## config.mk

```make
export PLATFORM = sky130hd
export DESIGN_NAME = seq_add_sub
export DESIGN_NICKNAME = d
export VERILOG_FILES = /design/src/rtl/seq_add_sub.sv
export SDC_FILE = /design/constraint.sdc
export NUM_CORES = 1
export LEC_CHECK = 0
export BUFFER_PORTS_ARGS = -buffer_cell sky130_fd_sc_hd__clkbuf_2
export CORE_MARGIN = 2
export CORE_UTILIZATION = 40
export DETAILED_ROUTE_END_ITERATION = 6
export PLACE_DENSITY = 0.69
export SYNTH_ARGS = -nofsm -noshare
export SYNTH_HDL_FRONTEND = slang
export SYNTH_SLANG_ARGS = --single-unit
```

## constraint.sdc

```tcl
create_clock -name clk -period 4 [get_ports clk]
set_clock_uncertainty 0.05 [all_clocks]
set_input_delay 0.2 -clock clk [delete_from_list [all_inputs] [get_ports clk]]
set_output_delay 0.2 -clock clk [all_outputs]
set_load 0.01 [all_outputs]
```

## src/rtl/seq_add_sub.sv

```systemverilog
// seq_add_sub: multi-cycle CHUNK-per-cycle add/sub with flags; SEQ_ADD_SUB_SAT_EN enables saturation
module seq_add_sub #(
  parameter int WIDTH = 32,
  parameter int CHUNK = 8
) (
  input  logic             clk,
  input  logic             rst,
  input  logic             start,
  input  logic             sub,
  input  logic [WIDTH-1:0] a,
  input  logic [WIDTH-1:0] b,
  output logic             busy,
  output logic             done,
  output logic [WIDTH-1:0] result,
  output logic             carry_out,
  output logic             overflow,
  output logic             zero
);
  localparam int NCHUNK = WIDTH / CHUNK;
  localparam int IW = NCHUNK > 1 ? $clog2(NCHUNK) : 1;
  typedef enum logic [1:0] {IDLE, RUN, DONE} state_t;
  state_t state, state_nxt;
  logic [WIDTH-1:0] a_r, b_r, res_nxt, res_fin;
  logic [IW-1:0] idx;
  logic [CHUNK-1:0] ac, bc;
  logic [CHUNK:0] s;
  logic cy, accept, last, c_msb, ov;
  assign accept = start && state != RUN;
  assign last = idx == IW'(NCHUNK - 1);
  always_ff @(posedge clk)
    if (rst) state <= IDLE;
    else state <= state_nxt;
  always_comb state_nxt = accept ? RUN : state == RUN ? (last ? DONE : RUN) : IDLE;
  always_comb begin
    busy = state == RUN;
    done = state == DONE;
  end
  always_comb begin
    ac = '0;
    bc = '0;
    for (int k = 0; k < NCHUNK; k++)
      if (idx == IW'(k)) begin
        ac = a_r[k*CHUNK +: CHUNK];
        bc = b_r[k*CHUNK +: CHUNK];
      end
  end
  assign s = {1'b0, ac} + {1'b0, bc} + {{CHUNK{1'b0}}, cy};
  // carry into the MSB recovered from the sum bit; only meaningful on the last chunk
  assign c_msb = s[CHUNK-1] ^ ac[CHUNK-1] ^ bc[CHUNK-1];
  assign ov = c_msb ^ s[CHUNK];
  always_comb begin
    res_nxt = result;
    for (int k = 0; k < NCHUNK; k++)
      if (idx == IW'(k)) res_nxt[k*CHUNK +: CHUNK] = s[CHUNK-1:0];
  end
`ifdef SEQ_ADD_SUB_SAT_EN
  assign res_fin = ov ? (a_r[WIDTH-1] ? {1'b1, {(WIDTH-1){1'b0}}} : {1'b0, {(WIDTH-1){1'b1}}}) : res_nxt;
`else
  assign res_fin = res_nxt;
`endif
  always_ff @(posedge clk)
    if (rst) begin
      a_r <= '0;
      b_r <= '0;
      cy <= 1'b0;
      idx <= '0;
      result <= '0;
      carry_out <= 1'b0;
      overflow <= 1'b0;
      zero <= 1'b0;
    end else if (accept) begin
      a_r <= a;
      b_r <= b ^ {WIDTH{sub}};
      cy <= sub;
      idx <= '0;
    end else if (state == RUN) begin
      cy <= s[CHUNK];
      idx <= idx + 1'b1;
      result <= last ? res_fin : res_nxt;
      if (last) begin
        carry_out <= s[CHUNK];
        overflow <= ov;
        zero <= res_fin == '0;
      end
    end
endmodule
```

==> key figures <==
Synth
  • Post-synthesis cell count: 652
  • Synth unique cells: 39
  • Cell Area, Synth: 0.00501 sq mm
  • Synth Area per Inst: 7.68 sq um
  • YS warnings: 0
  • Top cell type's share of synthesized area: 41.6%
  • Seq/Total Area, Yosys: 41.6%
  • Synth top area cells: dfxtp_1, nand2_1, a21oi_1
  • Synth Register Bits: 104
  • Post-synth top area cell: dfxtp_1
  • Post-Syn Nets: 733

STA
  • Post-layout minimum cycle time: 3.75 ns
  • Final period util: 93.8%
  • Setup TNS: 0 ns
  • Worst slew pin tran: 1.06 ns
  • Max Slew Vio Count: 0
  • Final worst-path setup slack: 0.247 ns
  • Unrepaired setup endpoints after global routing: false
  • Fmax: 266 MHz
  • Max-slew headroom: 29.4%
  • Hold Fails Final Rpt: 0
  • Final setup fails: 0

Drt
  • Post-route ant nets: 0
  • Drt pass-1 iters: 4
  • Routed WL per cell: 14.2 um
  • Via count: 4546
  • Number of DRC markers in iteration 0: 324
  • Residual DRC: 0
  • Via-per-instance ratio: 5.04
  • DRT Wirelength: 12.8 mm

Cells and area
  • Area grow syn2layout: 18.7%
  • Antenna diodes: 0
  • Layout cells sized above 1: 19.2%
  • Fin cells: 902
  • Layout fillers: 1192
  • Final #Nets: 810
  • Final instance area: 0.00595 sq mm

Setup path
  • CP Buf/Inv Count: 2
  • FF-to-FF End: overflow
  • Crit path cell chain: inv_1 > ha_1 > nand2_1 > nor2_1 > a21oi_1 > o21ai_0 > mux2i_1 > fa_1 > inv_1 > fa_1 > a21oi_1 > o22ai_1 > o41ai_2 > xnor3_1 > a211oi_2
  • Setup CP Type: flop to flop
  • Critical path data required time: 4.21 ns
  • CP Max Fanout: 15
  • Cell family with most CP delay: compound AO/OA/AOI/OAI gates
  • Max stage delay on crit path: 0.43 ns
  • Worst R2R Setup Slack: 0.25 ns
  • CP max stage cell: o41ai_2
  • Setup crit start kind: flop
  • Worst Setup End Kind: flop
  • Reg2Reg Depth: 15
  • CP Data Arrival Time: 3.96 ns
  • Critical R2R Launch: idx[0]

Floorplanning
  • Die H: 116 um
  • Number of I/O pins: 105
  • Die W: 116 um
  • Core area: 0.0121 sq mm
  • Starting Density: 41.4%
  • Floorplan row count: 40
  • Full die area: 0.0134 sq mm

Placement
  • RD Place Congestion: 0.857
  • PortBufs: 104
  • Setup WS pre-CTS: 0.246 ns
  • DP Area: 0.00566 sq mm
  • Final HPWL DP: 9.58 mm
  • Placed cells: 886

GRT
  • Total global-route track usage: 19.0%
  • First-pass GRT wire length: 20.1 mm
  • Number of global-route vias before repair: 4154
  • Grt ovf: 0
  • Largest net degree at the start of global routing: 105
  • Initial antenna violation count: 0

Clock tree
  • Clk sink count: 104
  • Post-CTS Hold Buffers: 0
  • Clock Pin Slew Worst Setup and Hold Paths: 0.07 ns
  • H-tree depth: 3
  • Root Driver: clkbuf_16
  • CTS max path bufs: 2
  • Worst-skew pair later-pin latency: 0.35 ns
  • Number of CTS-inserted buffers: 9
  • CTS tree: yes

Worst hold path
  • Hold WC Path Type: primary input to flop
  • Hold EP: a_r[9]
  • Hold Path Stages: 3
  • Hold path start: a[9]

Power
  • Worst VDD drop: 197 uV
  • Leakage: 2.41 nW
  • Pwr dens: 412 mW/mm^2

Run status
  • Status: complete, no violations

Flow run
  • Max capacitance violation total: 0
per-layer routing:
layer / part of all wire [%] / global-route usage [%] / vias up
li1: - / - / 2368
met5: 0 / 0 / -
met3: 7.2 / 4.65 / 14
met1: 43 / 23.7 / 2019
met4: 1.3 / 5.79 / 0
met2: 48 / 32.6 / 145
cell usage in the layout (no fill, tap or decap), types with 4 or more instances in the layout:
master / count
clkbuf_2: 103
a211oi_1: 49
and2_1: 4
ha_1: 10
nor2_1: 82
inv_1: 8
mux2i_1: 4
a31oi_1: 6
clkbuf_16: 9
nor2b_1: 4
o21ai_0: 15
nor4_1: 6
buf_4: 16
nand3b_1: 4
nand2b_1: 4
nand2_1: 141
dfxtp_1: 104
xnor2_1: 36
a21oi_1: 90
nor3_1: 5
cells in the mapped netlist:
cell,number
nand2_1,141
dfxtp_1,104
a21oi_1,90
nor2_1,82
a211oi_1,49
clkbuf_1,42
xnor2_1,36
o21ai_0,15
ha_1,11
buf_1,10
inv_1,8
a31oi_1,6
nor4_1,6
nor2b_1,5
nor3_1,5
and2_1,4
mux2i_1,4
nand2b_1,4
nand3b_1,4
a21o_1,2
fa_1,2
o211a_1,2
o22ai_1,2
o31ai_1,2
xor2_1,2
a211oi_2,1
a311oi_4,1
a41oi_1,1
buf_2,1
nand3_1,1
nand4_1,1
nor4b_1,1
o2111ai_1,1
o21a_1,1
o21ai_1,1
o21ai_2,1
o41ai_2,1
or2_2,1
xnor3_1,1
timing repair:
action / CTS / global route
resized for setup: 0 / 1
setup endpoints to repair: 0 / 1
setup buffers: 0 / 0
worst min-delay path, stage by stage:
cell and delay [ns]:
clkbuf_2 0.08, nand2_1 0.04, a21oi_1 0.05
power by group:
| group | internal [mW] | switching (mW) | total, mW |
|---|---|---|---|
| combinational | 0.196 | 0.284 | 0.481 |
| clock | 0.431 | 0.400 | 0.831 |
| sequential | 1.10 | 0.0408 | 1.14 |
through the flow:
stage / util (%) / hold slack (ns) / power, mW
floorplan: - / 0.286 / 1.48
global placement: 46.8 / 0.380 / 1.63
detailed placement: 46.8 / 0.384 / 1.64
CTS: 49.1 / 0.0170 / 2.47
global route: 49.1 / 0.0258 / 2.57
finish: 49.1 / 0.0250 / 2.45
cell families (layout without fill, tap and decap cells):
kind of cell	Yosys count	after routing	share of synthesized area (%)
and+or+nand+nor	255	255	20.7
AOI/OAI and AO/OA	176	176	21.7
DFF	104	104	41.6
buffers and inverters	61	143	4.60
xor gates and xnor gates	39	39	7.09
adders and majority gates	13	13	3.55
muxes	4	4	0.799
sequential cells by signal (all words and copies together), names as in the netlist:
signal / cells
zero: 1
b_r: 32
a_r: 32
cy: 1
idx: 2
carry_out: 1
state: 2
result: 32
overflow: 1
worst max path at each step:
stage,slack [ns],depth (start not counted),to,from
CTS,0.23,14,overflow,idx[1]
global route,0.04,15,overflow,idx[0]
floorplan,0.36,15,overflow,idx[0]
global placement,0.37,14,overflow,idx[1]
detailed placement,0.25,14,overflow,idx[1]
finish,0.25,15,overflow,idx[0]
area by class of cell:
cell class / count / area [sq um] / share of cell area (%)
multi-input cells: 487 / 2710 / 45.5
flip-flops and latches: 104 / 2080 / 35.0
repair buffers: 119 / 636 / 10.7
clock buffers: 10 / 229 / 3.85
well taps: 168 / 210 / 3.53
clock inverters: 6 / 52.6 / 0.884
inverters: 8 / 30.0 / 0.505
(Power assumes the default switching activity.)
